$ cat config.mk
export PLATFORM = sky130hd
export DESIGN_NAME = sobel_frame_ctrl
export DESIGN_NICKNAME = d
export VERILOG_FILES = /design/src/rtl/sobel_frame_ctrl.sv
export SDC_FILE = /design/constraint.sdc
export NUM_CORES = 1
export LEC_CHECK = 0
export BUFFER_PORTS_ARGS = -buffer_cell sky130_fd_sc_hd__clkbuf_2
export CAP_MARGIN = 20
export CORE_ASPECT_RATIO = 1.75
export CORE_MARGIN = 4
export CORE_UTILIZATION = 51
export DETAILED_ROUTE_END_ITERATION = 6
export HOLD_SLACK_MARGIN = 0.03
export PLACE_DENSITY_LB_ADDON = 0.1
export RECOVER_POWER = 50
export SLEW_MARGIN = 5
export SYNTH_ARGS = -nofsm -noshare
export SYNTH_HDL_FRONTEND = slang
export SYNTH_SLANG_ARGS = --single-unit
$ cat constraint.sdc
create_clock -name clk -period 2 [get_ports clk]
set_clock_uncertainty 0.05 [all_clocks]
set_input_delay 0.4 -clock clk [delete_from_list [all_inputs] [get_ports clk]]
set_output_delay 0.4 -clock clk [all_outputs]
set_load 0.05 [all_outputs]
$ cat src/rtl/sobel_frame_ctrl.sv
// sobel_frame_ctrl
//   Frame sequencer for the Sobel edge-detector datapath. It accepts a raster pixel
//   stream and drives the line-buffer/window shift enable. After the last source pixel
//   it injects zero-pad shifts to drain the window. It tracks the 3x3 window centre
//   (row, col), flags border centres and latches the per-frame threshold.
//
//   Ports
//     clk, rst               clock, asynchronous active-high reset
//     start_i, thr_cfg_i     frame start; threshold latched when the start is accepted
//     pix_valid_i/ready_o    source pixel handshake
//     shift_en_o, pad_o      datapath shift strobe; pad_o marks a zero-pad (drain) shift
//     out_valid_o/ready_i    centre result handshake (single output register)
//     out_row_o, out_col_o   centre coordinates
//     border_o               centre lies on the image border
//     thr_o                  active threshold
//     busy_o, done_o         frame in progress; one-cycle pulse after the last result
//
//   Build option SOBEL_CTRL_PERF_EN adds stall_cyc_o / frame_cyc_o cycle counters.
module sobel_frame_ctrl #(
    parameter  int               IMG_ROWS = 256,
    parameter  int               IMG_COLS = 256,
    parameter  int               THR_W    = 8,
    parameter  logic [THR_W-1:0] THR_RST  = THR_W'(150),
    localparam int               NPIX     = IMG_ROWS * IMG_COLS,
    localparam int               LAG      = IMG_COLS + 1,
    localparam int               CNT_W    = $clog2(NPIX + LAG + 1),
    localparam int               R_W      = $clog2(IMG_ROWS),
    localparam int               C_W      = $clog2(IMG_COLS)
) (
    input  logic             clk,
    input  logic             rst,
    input  logic             start_i,
    input  logic [THR_W-1:0] thr_cfg_i,
    input  logic             pix_valid_i,
    output logic             pix_ready_o,
    output logic             shift_en_o,
    output logic             pad_o,
    output logic             out_valid_o,
    input  logic             out_ready_i,
    output logic [R_W-1:0]   out_row_o,
    output logic [C_W-1:0]   out_col_o,
    output logic             border_o,
    output logic [THR_W-1:0] thr_o,
    output logic             busy_o,
    output logic             done_o
`ifdef SOBEL_CTRL_PERF_EN
    ,
    output logic [31:0]      stall_cyc_o,
    output logic [31:0]      frame_cyc_o
`endif
);

    typedef enum logic [2:0] {
        S_IDLE,
        S_FILL,
        S_RUN,
        S_DRAIN,
        S_FLUSH,
        S_DONE
    } state_t;

    localparam logic [CNT_W-1:0] FILL_LAST  = CNT_W'(LAG - 1);
    localparam logic [CNT_W-1:0] RUN_LAST   = CNT_W'(NPIX - 1);
    localparam logic [CNT_W-1:0] DRAIN_LAST = CNT_W'(NPIX + LAG - 1);
    localparam logic [CNT_W-1:0] LAG_N      = CNT_W'(LAG);
    localparam logic [R_W-1:0]   ROW_LAST   = R_W'(IMG_ROWS - 1);
    localparam logic [C_W-1:0]   COL_LAST   = C_W'(IMG_COLS - 1);

    state_t           state;
    logic [CNT_W-1:0] shift_cnt;
    logic [R_W-1:0]   cen_row;
    logic [C_W-1:0]   cen_col;

    logic can_adv;
    logic src_phase;
    logic drain_phase;
    logic start_acc;
    logic produce;

    // A shift may only happen when the single output register is free or being emptied,
    // because every shift past the fill lag loads a new centre into it.
    assign can_adv     = !out_valid_o || out_ready_i;
    assign src_phase   = (state == S_FILL) || (state == S_RUN);
    assign drain_phase = (state == S_DRAIN);
    assign pix_ready_o = src_phase && can_adv;
    assign shift_en_o  = src_phase ? (pix_valid_i && pix_ready_o) : (drain_phase && can_adv);
    assign pad_o       = drain_phase && can_adv;
    assign start_acc   = start_i && ((state == S_IDLE) || (state == S_DONE));
    // The first LAG shifts only prime the line buffers; later ones complete a window.
    assign produce     = shift_en_o && (shift_cnt >= LAG_N);

    always_ff @(posedge clk or posedge rst) begin
        if (rst) begin
            state       <= S_IDLE;
            shift_cnt   <= '0;
            cen_row     <= '0;
            cen_col     <= '0;
            out_valid_o <= 1'b0;
            out_row_o   <= '0;
            out_col_o   <= '0;
            border_o    <= 1'b0;
            thr_o       <= THR_RST;
            busy_o      <= 1'b0;
            done_o      <= 1'b0;
        end else begin
            done_o <= 1'b0;

            if (shift_en_o) begin
                shift_cnt <= shift_cnt + CNT_W'(1);
            end

            // Centre register: load on a producing shift, otherwise drain on handshake.
            if (produce) begin
                out_valid_o <= 1'b1;
                out_row_o   <= cen_row;
                out_col_o   <= cen_col;
                border_o    <= (cen_row == '0) || (cen_row == ROW_LAST) ||
                               (cen_col == '0) || (cen_col == COL_LAST);
                if (cen_col == COL_LAST) begin
                    cen_col <= '0;
                    cen_row <= cen_row + R_W'(1);
                end else begin
                    cen_col <= cen_col + C_W'(1);
                end
            end else if (out_ready_i) begin
                out_valid_o <= 1'b0;
            end

            case (state)
                S_IDLE, S_DONE: begin
                    if (start_acc) begin
                        state     <= S_FILL;
                        busy_o    <= 1'b1;
                        thr_o     <= thr_cfg_i;
                        shift_cnt <= '0;
                        cen_row   <= '0;
                        cen_col   <= '0;
                    end else begin
                        state <= S_IDLE;
                    end
                end
                S_FILL: begin
                    if (shift_en_o && (shift_cnt == FILL_LAST)) state <= S_RUN;
                end
                S_RUN: begin
                    if (shift_en_o && (shift_cnt == RUN_LAST)) state <= S_DRAIN;
                end
                S_DRAIN: begin
                    if (shift_en_o && (shift_cnt == DRAIN_LAST)) begin
                        state  <= S_FLUSH;
                        busy_o <= 1'b0;
                    end
                end
                S_FLUSH: begin
                    // Only the final centre can be pending here.
                    if (out_valid_o && out_ready_i) begin
                        state  <= S_DONE;
                        done_o <= 1'b1;
                    end
                end
                default: state <= S_IDLE;
            endcase
        end
    end

`ifdef SOBEL_CTRL_PERF_EN
    function automatic logic [31:0] sat_inc(input logic [31:0] v);
        return (v == '1) ? v : v + 32'd1;
    endfunction

    always_ff @(posedge clk or posedge rst) begin
        if (rst) begin
            stall_cyc_o <= '0;
            frame_cyc_o <= '0;
        end else if (start_acc) begin
            stall_cyc_o <= '0;
            frame_cyc_o <= '0;
        end else begin
            if (busy_o) frame_cyc_o <= sat_inc(frame_cyc_o);
            if (busy_o && out_valid_o && !out_ready_i) stall_cyc_o <= sat_inc(stall_cyc_o);
        end
    end
`endif

endmodule

-- Word-level counts from Yosys, hierarchy flattened
Cells that the tools add are included.
W data, S select, Z words.
- register bits: 64
- latch bits: 0
- bits in writable memories: 0
- bits in read-only memories: 0
- output and inout port bits: 31
- logic and storage cells: 80
- memories: 0
- add/sub/neg operators: 3
- $mul: 0
- divide/modulo/power cells: 0
- $lt $le $gt $ge: 1
- equality and inequality tests: 15
- shifts and indexed selects: 0
- mux-type cells: 25
- bitwise logic cells: 0
- reductions and logical operators: 25
- operators by type and width (kind ; count):
    $mux W8 ; 8
    $mux W17 ; 3
    $add A17 B1 Y17 const B ; 1
    $eq A17 B16 Y1 const B ; 1
    $eq A17 B17 Y1 const B ; 1
    $eq A17 B9 Y1 const B ; 1
    $ge A17 B9 Y1 const B ; 1
    $add A8 B1 Y8 const B ; 2
    $eq A8 B8 Y1 const B ; 2
    $logic_not A8 Y1 ; 2
    $pmux W3 S5 ; 1
    $mux W3 ; 4
    $logic_and A1 B1 Y1 ; 9
    $mux W1 ; 8
    $eq A3 B2 Y1 const B ; 2
    $eq A3 B3 Y1 const B ; 2
    $logic_or A1 B1 Y1 ; 6
    $ne A2 B1 Y1 const B ; 3
    $ne A2 B2 Y1 const B ; 2
    $reduce_and A4 Y1 ; 1
    $reduce_bool A2 Y1 ; 2
    $eq A3 B1 Y1 const B ; 1
    $logic_not A3 Y1 ; 1
    $reduce_and A3 Y1 ; 1
    other kinds (4) ; 4

-- Logic depth before layout (Yosys ltp)
- word-level depth: 9
- mapped depth: 8

-- Worst setup path after synthesis
OpenSTA, ideal clock, no wires.
- kind: reg2out
- start: register out_valid_o
- end: output port pix_ready_o
- arrival: 1536 ps
- data required time: 1550 ps
- slack: 14 ps
- cell stages (with the launch flop): 4
- buffers on the path: 0
- cells stage by stage: dfrtp_1 -> nand2b_1 -> nand2_1 -> nor2_1
- longest elaborated chain between the ends: 3
- ends and longest elaborated chain (what ; line ; text):
    start, declared ; 38 ; output logic out_valid_o,
    start signal, assigned ; 98 ; out_valid_o <= 1'b0;
    start signal, assigned ; 114 ; out_valid_o <= 1'b1;
    start signal, assigned ; 126 ; out_valid_o <= 1'b0;
    $logic_not A1 Y1 ; 82 ; assign can_adv = !out_valid_o || out_ready_i;
    $logic_or A1 B1 Y1 ; 82 ;
    $logic_and A1 B1 Y1 ; 85 ; assign pix_ready_o = src_phase && can_adv;
    end, declared ; 35 ; output logic pix_ready_o,
Every way passes these cells.

-- Worst setup path after layout
- start: register state[1]
- end: output port shift_en_o
- longest elaborated chain between the ends: 5
- elaborated cells on any way between the ends: 8
- ends and longest elaborated chain (what ; line ; text):
    start, declared ; 69 ; state_t state;
    start signal, assigned ; 94 ; state <= S_IDLE;
    start signal, assigned ; 132 ; state <= S_FILL;
    start signal, assigned ; 139 ; state <= S_IDLE;
    $eq A3 B1 Y1 or $eq A3 B2 Y1 (tied branches) ; 83 ; assign src_phase = (state == S_FILL) || (state == S_RUN);
    $logic_or A1 B1 Y1 ; 83 ;
    $logic_and A1 B1 Y1 ; 85 ;
    $logic_and A1 B1 Y1 ; 86 ; assign shift_en_o = src_phase ? (pix_valid_i && pix_ready_o) : (drain_phase && can_adv);
    $mux W1 * ; 86 ;
    end, declared ; 36 ; output logic shift_en_o,
Mark *: on every way between the ends. The rest lies on a longest branch, timed or not.

==> reports/summary.txt <==
Sink Count: 64
max-slew violation count: 0
GRT overflow: 0
post-route ant nets: 0
Worst-Skew Late Latency: 0.35 ns
Cell Area, Synth: 0.00320 mm²
Max Cap Viol: 0
share of the synthesized area in the top cell type: 0.470
Post-synth top cells: 84 x nand2_1, 60 x dfrtp_1, 28 x nor2_1
drt wl/cell: 14.8 µm
Pwr Density: 570 mW/mm²
Crit Path Class: reg -> out
CTS tree: built
gpl congestion: 0.858
count of flip-flops with a built-in enable after synthesis: 0
Syn Area/Cell: 9.18 µm²
Primary FF master, synth: dfrtp_1
Slew @ Worst Pin: 0.972 ns
Max clock buf depth: 2
Hold WS: 0.168 ns
Data required, critical path: 1.55 ns
final period utilization: 0.976
Unique masters post-synth: 50
Relative slew margins: 0.349
Critical Path Fanout Max: 7
initial DRC count: 189
final net count: 440
H-tree depth: 3
DR DRC count: 0
crit path DAT: 1.50 ns
Leak Pwr: 0.00186 µW
reg-to-reg slack, setup: 0.05 ns
final setup vio count: 0
initial antenna violation count: 0
Layout area overhead: 24.3%
Worst Hold Class: in -> reg
Initial Util: 0.535
share of layout cells above drive strength 1: 0.233
Final HPWL DP: 5300 µm
DR pass1 iterations: 6
fill count: 522
Synth area leader: dfrtp_1
row count: 37
sequential cell area fraction in the yosys report: 0.503
post-layout util: 0.665
synth warn: 0
# IOs: 44
Die ar.: 0.00765 mm²
clock transition at the registers of the reported paths: 0.07 ns
Die Y: 113 µm
minimum clock period: 1.95 ns
vias in the first global route: 2615
first-pass GRT wire length: 12300 µm
Synth Instances: 348
DR vias: 2692
Die X-Extent: 67.8 µm
# diodes: 0
routed vias/inst: 5.36
clk root buf: clkbuf_8
largest net degree at the start of global routing: 25
startpoint type of the worst setup path: flip-flop
Fmax: 512 MHz
top cells by area, synth: dfrtp_1 47%, nand2_1 9.9%, xnor2_1 3.6%
Overall Global Routing Usage: 0.212
CTS Buf Count: 9
core footprint: 0.00597 mm²
Final Hold Fails: 0
Synth Register Bits: 64
Net Count, Synth: 369
Synth async-reset ratio: 1.00
Worst Setup End Kind: primary output
drt total wl: 7450 µm
status: finished clean
RSZ-0062 raised after global routing: true
port buffer count: 43
Worst VDD drop: 0.601 mV
most numerous cell in the Yosys netlist: nand2_1
[layout make-up]
| type | count | area [µm²] | area share |
|---|---|---|---|
| clock buffer | 14 | 143 | 0.0359 |
| clock inverter | 2 | 10.0 | 0.00252 |
| inverter | 16 | 63.8 | 0.0161 |
| multi-input combinational | 253 | 1540 | 0.388 |
| sequential | 64 | 1610 | 0.405 |
| tap | 78 | 97.6 | 0.0246 |
| timing repair buffer | 75 | 505 | 0.127 |
[worst max-delay path, stage by stage (launching register included)]
cell and delay [ns]:
dfrtp_1 0.39, maj3_1 0.38, nand3_2 0.12, inv_4 0.08
clkbuf_8 0.18
[state kept, by name, summed over array words and instances, names as in the netlist]
register	count
shift_cnt	17
cen_col	8
cen_row	8
out_col_o	8
out_row_o	8
thr_o	8
state	3
border_o	1
busy_o	1
done_o	1
out_valid_o	1
[metal layers]
layer	vias to the layer above	part of all wire	wire, µm	GRT usage
met1	1296	0.40	2970	0.239
li1	1337	-	-	-
met2	45	0.54	4030	0.368
met5	-	0	0	0
met3	14	0.037	273	0.0556
met4	0	0.023	175	0.0850
[through the flow]
stage	TNS [ns]	total power [µW]	std cells	instance area [µm²]	setup WS (ns)
6_report	0	2260	502	3970	0.0477
5_1_grt	-0.164	2350	502	3970	-0.0329
4_1_cts	0	2290	498	3870	0.00842
3_5_place_dp	-0.00367	1370	481	3690	-0.00367
3_3_place_gp	0	1370	481	3690	0.0214
2_1_floorplan	0	1340	348	3200	0.0137
[logic make-up (layout without fill, tap and decap cells)]
family | Yosys count | count (layout) | share of synthesized area
AOI/OAI and AO/OA | 51 | 51 | 0.109
xor gates and xnor gates | 19 | 19 | 0.0521
adders and majority gates | 9 | 9 | 0.0345
DFF | 64 | 64 | 0.503
muxes | 1 | 1 | 0.00313
buffers and inverters | 31 | 107 | 0.0395
and+or+nand+nor | 173 | 173 | 0.259
[cells in the final DEF, fill, tap and decap left out, drive strengths merged, types with 2 or more instances in the layout]
cell     n
and4     3
inv     15
nand4    7
dfstp    4
clkbuf  60
or4      2
xor2     6
nand3   14
xnor2   13
nor4b    2
o21ai   16
nor4     6
and3     5
a21oi   16
nor3     6
o211ai   4
ha       8
nor2b    2
nand2   84
dfrtp   60
buf     28
o31ai    6
or3      7
clkinv   2
nor2    29
[final timing paths]
path                       cells past startpoint         start      endpoint
max reg2reg                                    7   out_valid_o    cen_col[6]
max in group asynchronous                      4           rst  shift_cnt[3]
max                                            4      state[1]    shift_en_o
min in group asynchronous                      3           rst  shift_cnt[4]
min                                            3  thr_cfg_i[7]      thr_o[7]
min reg2reg                                    2      thr_o[1]      thr_o[1]
[power breakdown]
group	internal (µW)	switching [µW]	leakage (µW)
Clock	448	473	0.0000784
Combinational	15.5	31.3	0.000923
Sequential	1290	0	0.000856
[timing repair]
item,in CTS,in global routing
resized for setup,6,19
setup endpoints to repair,5,32
endpoints found under the hold margin,15,0
pin swaps,1,6
setup buffers,0,4
hold buffers,1,0
Power figures use the tool's default switching activity.
